[config.mk]
export PLATFORM = sky130hd
export DESIGN_NAME = mem_port_arbiter
export DESIGN_NICKNAME = d
export VERILOG_FILES = /design/src/rtl/mem_port_arbiter.sv
export SDC_FILE = /design/constraint.sdc
export NUM_CORES = 1
export LEC_CHECK = 0
export CELL_PAD_IN_SITES_DETAIL_PLACEMENT = 1
export CELL_PAD_IN_SITES_GLOBAL_PLACEMENT = 1
export CORE_MARGIN = 5
export CORE_UTILIZATION = 13
export CTS_CLUSTER_DIAMETER = 50
export DETAILED_ROUTE_END_ITERATION = 16
export MAX_ROUTING_LAYER = met4
export PLACE_DENSITY = 0.91
export SLEW_MARGIN = 25
export SYNTH_ARGS = -nofsm -noshare
export SYNTH_HDL_FRONTEND = slang
export SYNTH_SLANG_ARGS = --single-unit
[constraint.sdc]
create_clock -name clock -period 4.65 [get_ports clock]
set_clock_uncertainty 0.2 [all_clocks]
set_input_delay 0.465 -clock clock [delete_from_list [all_inputs] [get_ports clock]]
set_output_delay 0.465 -clock clock [all_outputs]
set_load 0.05 [all_outputs]
[src/rtl/mem_port_arbiter.sv]
// Single-port DRAM arbiter between instruction fetch (IF) and load/store unit (LSU), one outstanding transaction.
// Optional performance counters are enabled by defining MEM_ARB_PERF_CNT_EN.
module mem_port_arbiter #(
  parameter int MAX_IF_WAIT = 4,
  parameter int CNT_W       = 16
) (
  input  logic        clock,
  input  logic        reset,
  input  logic        if_req_i,
  input  logic [31:0] if_addr_i,
  output logic        if_gnt_o,
  output logic        if_rvalid_o,
  output logic [31:0] if_rdata_o,
  input  logic        lsu_req_i,
  input  logic        lsu_we_i,
  input  logic [3:0]  lsu_be_i,
  input  logic [31:0] lsu_addr_i,
  input  logic [31:0] lsu_wdata_i,
  output logic        lsu_gnt_o,
  output logic        lsu_rvalid_o,
  output logic [31:0] lsu_rdata_o,
  output logic        mem_req_o,
  output logic        mem_we_o,
  output logic [3:0]  mem_be_o,
  output logic [31:0] mem_addr_o,
  output logic [31:0] mem_wdata_o,
  input  logic        mem_gnt_i,
  input  logic        mem_rvalid_i,
  input  logic [31:0] mem_rdata_i,
  output logic        busy_o,
`ifdef MEM_ARB_PERF_CNT_EN
  output logic [CNT_W-1:0] if_stall_cnt_o,
  output logic [CNT_W-1:0] lsu_stall_cnt_o,
  output logic [CNT_W-1:0] conflict_cnt_o,
`endif
  output logic        protocol_err_o
);

  localparam int            CW        = (MAX_IF_WAIT > 0) ? $clog2(MAX_IF_WAIT + 1) : 1;
  localparam logic [CW-1:0] MAX_CNT   = CW'(MAX_IF_WAIT);
  localparam bit            STARVE_EN = (MAX_IF_WAIT > 0);

  typedef enum logic [1:0] {ST_IDLE = 2'd0, ST_HOLD = 2'd1, ST_RESP = 2'd2} state_t;
  typedef enum logic [1:0] {OWN_NONE = 2'd0, OWN_IF = 2'd1, OWN_LSU = 2'd2} owner_t;

  state_t        state_r, state_s;
  owner_t        owner_r, owner_s;
  owner_t        sel_s;
  logic [CW-1:0] starve_r, starve_s;
  logic          protocol_err_r;
  logic          conflict_s;

  assign conflict_s = if_req_i & lsu_req_i;

  // State, owner, starvation counter and sticky error flag
  always_ff @(posedge clock or negedge reset) begin
    if (!reset) begin
      state_r        <= ST_IDLE;
      owner_r        <= OWN_NONE;
      starve_r       <= {CW{1'b0}};
      protocol_err_r <= 1'b0;
    end else begin
      state_r        <= state_s;
      owner_r        <= owner_s;
      starve_r       <= starve_s;
      protocol_err_r <= protocol_err_r | (mem_rvalid_i & (state_r != ST_RESP));
    end
  end

  // Next-state, arbitration and output routing; everything held at 0 while reset is low
  always_comb begin
    state_s      = state_r;
    owner_s      = owner_r;
    starve_s     = starve_r;
    sel_s        = OWN_NONE;
    if_gnt_o     = 1'b0;
    lsu_gnt_o    = 1'b0;
    if_rvalid_o  = 1'b0;
    lsu_rvalid_o = 1'b0;
    if_rdata_o   = 32'h0000_0000;
    lsu_rdata_o  = 32'h0000_0000;
    mem_req_o    = 1'b0;
    mem_we_o     = 1'b0;
    mem_be_o     = 4'h0;
    mem_addr_o   = 32'h0000_0000;
    mem_wdata_o  = 32'h0000_0000;
    busy_o       = 1'b0;
    if (!reset) begin
      state_s = ST_IDLE;
      owner_s = OWN_NONE;
    end else begin
      busy_o = (state_r != ST_IDLE);
      case (state_r)
        ST_IDLE: begin
          // IF overtakes LSU only once it has lost MAX_IF_WAIT conflicts in a row
          if (if_req_i && (!lsu_req_i || (STARVE_EN && (starve_r == MAX_CNT)))) begin
            sel_s = OWN_IF;
          end else if (lsu_req_i) begin
            sel_s = OWN_LSU;
          end else begin
            sel_s = OWN_NONE;
          end
          if (sel_s != OWN_NONE) begin
            owner_s = sel_s;
            state_s = mem_gnt_i ? ST_RESP : ST_HOLD;
          end else begin
            owner_s = OWN_NONE;
          end
          if (conflict_s && (sel_s == OWN_LSU) && (starve_r < MAX_CNT)) begin
            starve_s = starve_r + CW'(1);
          end else begin
            starve_s = starve_r;
          end
        end
        ST_HOLD: begin
          if ((owner_r == OWN_IF && if_req_i) || (owner_r == OWN_LSU && lsu_req_i)) begin
            sel_s   = owner_r;
            state_s = mem_gnt_i ? ST_RESP : ST_HOLD;
          end else begin
            sel_s   = OWN_NONE;
            owner_s = OWN_NONE;
            state_s = ST_IDLE;
          end
        end
        ST_RESP: begin
          if (mem_rvalid_i) begin
            if_rvalid_o  = (owner_r == OWN_IF);
            lsu_rvalid_o = (owner_r == OWN_LSU);
            if_rdata_o   = (owner_r == OWN_IF)  ? mem_rdata_i : 32'h0000_0000;
            lsu_rdata_o  = (owner_r == OWN_LSU) ? mem_rdata_i : 32'h0000_0000;
            owner_s      = OWN_NONE;
            state_s      = ST_IDLE;
          end else begin
            state_s = ST_RESP;
          end
        end
        default: begin
          owner_s = OWN_NONE;
          state_s = ST_IDLE;
        end
      endcase

      case (sel_s)
        OWN_IF: begin
          mem_req_o  = 1'b1;
          mem_be_o   = 4'hF;
          mem_addr_o = if_addr_i;
          if_gnt_o   = mem_gnt_i;
        end
        OWN_LSU: begin
          mem_req_o   = 1'b1;
          mem_we_o    = lsu_we_i;
          mem_be_o    = lsu_be_i;
          mem_addr_o  = lsu_addr_i;
          mem_wdata_o = lsu_wdata_i;
          lsu_gnt_o   = mem_gnt_i;
        end
        default: begin
          mem_req_o = 1'b0;
        end
      endcase

      if (if_gnt_o) begin
        starve_s = {CW{1'b0}};
      end else begin
        starve_s = starve_s;
      end
    end
  end

  assign protocol_err_o = protocol_err_r;

`ifdef MEM_ARB_PERF_CNT_EN
  logic [CNT_W-1:0] if_stall_r, lsu_stall_r, conflict_r;

  // Saturating stall and conflict counters
  always_ff @(posedge clock or negedge reset) begin
    if (!reset) begin
      if_stall_r  <= {CNT_W{1'b0}};
      lsu_stall_r <= {CNT_W{1'b0}};
      conflict_r  <= {CNT_W{1'b0}};
    end else begin
      if (if_req_i && !if_gnt_o && (if_stall_r != {CNT_W{1'b1}})) begin
        if_stall_r <= if_stall_r + CNT_W'(1);
      end
      if (lsu_req_i && !lsu_gnt_o && (lsu_stall_r != {CNT_W{1'b1}})) begin
        lsu_stall_r <= lsu_stall_r + CNT_W'(1);
      end
      if (conflict_s && (state_r == ST_IDLE) && (conflict_r != {CNT_W{1'b1}})) begin
        conflict_r <= conflict_r + CNT_W'(1);
      end
    end
  end

  assign if_stall_cnt_o  = if_stall_r;
  assign lsu_stall_cnt_o = lsu_stall_r;
  assign conflict_cnt_o  = conflict_r;
`endif

endmodule

Word-level counts from Yosys, hierarchy flattened
Cells that the tools add are included.
{ "word_totals": {"regBits": 8, "input_bits": 139, "word_cells": 85} }
{ "classes": {"addsub": 1, "n_lt_le_gt_ge": 1, "eq_ne": 11, "muxes": 50, "bitwise_logic": 3, "n_reduce_logical": 15} }
{ "ops": {"columns": ["op", "count"], "rows": [
  ["$mux W32", 11],
  ["$pmux W32 S2", 1],
  ["$mux W2", 14],
  ["$mux W1", 16],
  ["$pmux W2 S3", 2],
  ["$mux W3", 3],
  ["$eq A2 B2 Y1 const B", 4],
  ["$pmux W4 S2", 1],
  ["$reduce_bool A2 Y1", 4],
  ["$eq A2 B1 Y1 const B", 3],
  ["$ne A3 B3 Y1 const B", 2],
  ["$logic_and A1 B1 Y1", 5],
  ["$mux W4", 1],
  ["$pmux W2 S2", 1],
  ["$add A3 B1 Y3 const B", 1],
  ["$eq A3 B3 Y1 const B", 1],
  ["$lt A3 B3 Y1 const B", 1],
  ["$reduce_and A3 Y1", 1],
  ["$and A1 B1 Y1", 2],
  ["$logic_not A2 Y1", 1],
  ["$logic_or A1 B1 Y1", 2],
  ["$ne A2 B2 Y1 const B", 1],
  ["$reduce_or A2 Y1", 1],
  ["$logic_not A1 Y1", 1],
  ["$or A1 B1 Y1", 1]
]} }

Longest topological paths before layout
{ "depth": {"word_depth": 13, "depth_mapped": 10} }

Worst setup path before layout
No wires, ideal clock.
{ "synth_timing": {"kind": "reg-to-output", "startpoint": "reg state_r[0]", "endpoint": "out mem_addr_o[10]", "t_arrival_ns": 2.539, "t_required_ns": 3.985, "setup_slack_ns": 1.446, "stages_incl_launch_ff": 10, "path_cell_list": "dfrtp_1 -> buf_6 -> nor3b_1 -> a32o_1 -> inv_1 -> ha_1 -> nand2b_1 -> buf_2 -> buf_1 -> nor2_1"} }
{ "synth_between": {"elab_chain_cells": 6} }
{ "synth_lines": {"columns": ["item", "line_no", "source"], "rows": [
  ["start: declaration", "46", "state_t state_r, state_s;"],
  ["start signal: assignment", "63", "state_r <= state_s;"],
  ["$eq A2 B1 Y1 / $logic_not A2 Y1 (equally long branches)", "93", "case (state_r)"],
  ["$pmux W2 S2 (*)", "93", null],
  ["$mux W2 (*)", "88", "if (!reset) begin"],
  ["$eq A2 B2 Y1 / $eq A2 B1 Y1 (equally long branches)", "143", "case (sel_s)"],
  ["$pmux W32 S2 (*)", "143", null],
  ["$mux W32 (*)", "88", null],
  ["end: declaration", "25", "output logic [31:0] mem_addr_o,"]
]} }
Every way passes the cells marked *; elsewhere a longest branch is shown, timed or not. The select of a mux whose other input is x is not followed.

Worst setup path after layout
{ "layout_timing": {"startpoint": "in lsu_req_i", "endpoint": "out mem_wdata_o[29]"} }
{ "layout_between": {"elab_chain_cells": 11} }
{ "layout_lines": {"columns": ["item", "line_no", "source"], "rows": [
  ["start: declaration", "14", "input logic lsu_req_i,"],
  ["$logic_not A1 Y1", "96", "if (if_req_i && (!lsu_req_i || (STARVE_EN && (starve_r == MAX_CNT)))) begin"],
  ["$logic_or A1 B1 Y1", "96", null],
  ["$logic_and A1 B1 Y1", "96", null],
  ["$mux W2", "96", null],
  ["$mux W2", "93", null],
  ["$mux W2", "88", null],
  ["$pmux W2 S2 (*)", "93", null],
  ["$mux W2 (*)", "88", null],
  ["$eq A2 B2 Y1 (*)", "143", null],
  ["$mux W32 (*)", "143", null],
  ["$mux W32 (*)", "88", null],
  ["end: declaration", "26", "output logic [31:0] mem_wdata_o,"]
]} }
Marked as above.

==> run summary <==
Layout cells sized above 1 -> 0.231
Fin nets -> 661
Synth top area share -> 0.236
Synth Area in Adders -> 0.0295
Final hold vios -> 0
Max layer used -> met4
Worst path cell trace -> clkdlybuf4s50_1 -> nor3b_1 -> a32o_1 -> ha_2 -> and3_1 -> clkdlybuf4s50_1
Die width -> 124 um
Critical Path Start -> lsu_req_i
Placed cell count -> 684
Met2 Routed Length -> 6.68 mm
Final Routed Wirelength -> 12.3 mm
Proportion of synthesized area in mux cells -> 0
Sw Ratio -> 0.413
CP bufs+invs -> 2
Antenna Nets Post-Route -> 0
Clk_lat worst skew -> 230 ps
H-tree lvl count -> 1
Iteration-0 DRC Markers -> 113
CTS Sinks -> 8
Reg-to-Reg Start -> state_r[0]
Top-count cell post-synth -> and2_1
Hold Crit Class -> reg -> reg
Hold Path End -> protocol_err_o
Max Fclk -> 239 MHz
Required @ worst endpoint -> 3980 ps
Pin count of the biggest net entering global routing -> 44
FF+latch count, synth -> 8
Post-synthesis async set-or-reset flop share -> 1.00
Antenna Cells -> 0
CP dominant cell by count -> clkdlybuf4s50_1
Hold path start -> protocol_err_o
Synth warnings -> 0
First-pass GRT wire length -> 18.7 mm
Comb power frac -> 0.677
Dominant synthesized flop cell -> dfrtp_1
Drc violations -> 0
CTS Hold Buffers Added -> 0
Sequential power share -> 0.128
Mapped cell area -> 1700 um^2
Largest delay share family, worst path -> buffers and inverters
Status -> complete, no violations
PD cells -> 148 nW/um^2
CTS Buffer Depth -> 2
Tightest Pin Transition -> 669 ps
Root Driver -> clkbuf_16
Die area -> 15400 um^2
Avg Vias per Cell -> 4.28
VDD IR max -> 0.104 mV
RSZ-0062 raised after global routing -> false
Hold Path Depth -> 1
Worst flop-to-flop path endpoint -> starve_r[0]
Post-synthesis instance total -> 255
Fillers -> 1492
CTS tree -> done
Yosys top cell by area -> and2_1
P_leak -> 2.20 nW
Synth-to-Final Area Change -> 199%
Worst slew margin -> 0.554
Setup TNS Final -> 0 ps
Ratio of final minimum period to clock period -> 0.901
Post-DP HPWL -> 10.7 mm
CP arrival -> 3530 ps
IO buf count -> 278
Fin crit period -> 4190 ps
DRT Pass-1 Iters -> 4
MaxCap Viol Count -> 0
Core Area -> 12700 um^2
Crit. End Element -> primary output
Commonest cells in the netlist -> and2_1, nor2_1, and3_1, a22oi_1, clkbuf_1
Post-CTS sizing -> 0
Final Setup Violations -> 0
# rows -> 41
Post-synth EDFFs -> 0
Critical path class -> in -> out
Met3 wire len -> 764 um
Final Non-Filler Cells -> 688
GRT Overall Usage -> 0.151
Post-synthesis sequential area ratio -> 0.118
Cells taking the most area after synthesis -> and2_1, a22oi_1, and3_1, dfrtp_1, nor2_1
Reg2reg setup slack -> 2210 ps
CP max FO -> 43
Largest family of logic cells by synthesized area -> simple AND/OR/NAND/NOR gates
Max-slew violation count -> 0
Slowest library cell on the worst path -> clkdlybuf4s50_1
CP Launch Type -> input pin
Starting density of the core -> 0.133
Average size of a mapped cell -> 6.66 um^2
Int Pwr -> 0.000440 W
Clock network power share -> 0.195
R2R depth -> 7
Initial antenna violation count -> 0
Vias in the first global route -> 3356
Critical path's largest stage delay -> 810 ps
Net load switching power -> 0.000309 W
WL/cell -> 17.9 um
Die Ht -> 124 um
Cell variety after synth -> 36
Metal-1 WL -> 4.76 mm
Post-Synth XOR/XNOR Area -> 0
TritonCTS buffer count -> 3
Reg clk slew, reported paths -> 40 ps
Via count -> 2945
Simple-Gate Fraction of Synth Area -> 0.534
Compound-Gate Fraction of Synth Area -> 0.225
Boundary Pins -> 279
Net Count, Synth -> 398
Routability congestion estimate -> 0.847
Grt ovf -> 0
Number of setup buffers added after CTS -> 0
[cell type report]
class | instances | area [um^2] | area share
tap | 172 | 215 | 0.0424
sequential | 8 | 200 | 0.0395
inverter | 10 | 37.5 | 0.00740
timing repair buffer | 285 | 3200 | 0.632
clock buffer | 3 | 75.1 | 0.0148
multi-input combinational | 210 | 1340 | 0.264
[registers in the layout, summed over array words and instances (netlist names)]
signal / cells
starve_r: 3
state_r: 2
protocol_err_o: 1
owner_r: 2
[layout by cell type, fill, tap and decap left out, types with 2 or more instances in the layout]
cell | Yosys | routed
nand2_1 | 3 | 3
and3_1 | 35 | 35
a21oi_1 | 4 | 4
clkdlybuf4s50_1 | 0 | 174
nor3_1 | 2 | 2
dfrtp_1 | 8 | 8
inv_1 | 10 | 10
buf_4 | 0 | 60
buf_12 | 0 | 50
ha_1 | 4 | 3
o21a_1 | 3 | 3
nand2b_1 | 3 | 3
and2_1 | 64 | 64
nand3_1 | 3 | 3
a22oi_1 | 32 | 32
nor3b_1 | 2 | 2
and3b_1 | 2 | 2
nor2_1 | 37 | 37
clkbuf_16 | 0 | 3
[metrics by stage]
| step | cell area [um^2] | hold slack [ps] | util | setup slack [ps] | power, W |
|---|---|---|---|---|---|
| floorplan | 1700 | -30.6 | - | 1450 | 0.000335 |
| global placement | 4990 | 250 | 0.392 | 640 | 0.000592 |
| detailed placement | 4990 | 273 | 0.392 | 477 | 0.000608 |
| CTS | 5060 | 279 | 0.398 | 425 | 0.000759 |
| global route | 5070 | 292 | 0.399 | 187 | 0.000788 |
| finish | 5070 | 278 | 0.399 | 459 | 0.000749 |
[worst max path at each step]
stage | end | depth (start not counted)
after CTS | mem_wdata_o[29] | 6
after global placement | mem_wdata_o[30] | 6
after detailed placement | mem_wdata_o[29] | 6
after floorplan | mem_addr_o[10] | 9
final | mem_wdata_o[29] | 6
after global routing | mem_wdata_o[8] | 6
[cells by family (layout without fill, tap and decap cells)]
kind of cell	Yosys count	in the layout
and+or+nand+nor	156	156
AOI/OAI and AO/OA	50	50
buffers and inverters	37	298
DFF	8	8
adders and majority gates	4	4
[metal layers]
layer,vias up,global-route usage
li1,1403,-
met4,0,0.0245
met1,1347,0.164
met2,185,0.290
met5,-,-
met3,10,0.0274
[power by group through the flow]
stage / clock [W] / sequential (W) / combinational (W)
final: 0.000146 / 0.0000959 / 0.000507
after floorplan: 0 / 0.0000923 / 0.000242
after global routing: 0.000152 / 0.0000982 / 0.000538
after detailed placement: 0 / 0.0000974 / 0.000511
after CTS: 0.000150 / 0.0000961 / 0.000514
after global placement: 0 / 0.0000959 / 0.000496
Note: power is estimated with default switching activity, not from simulation.
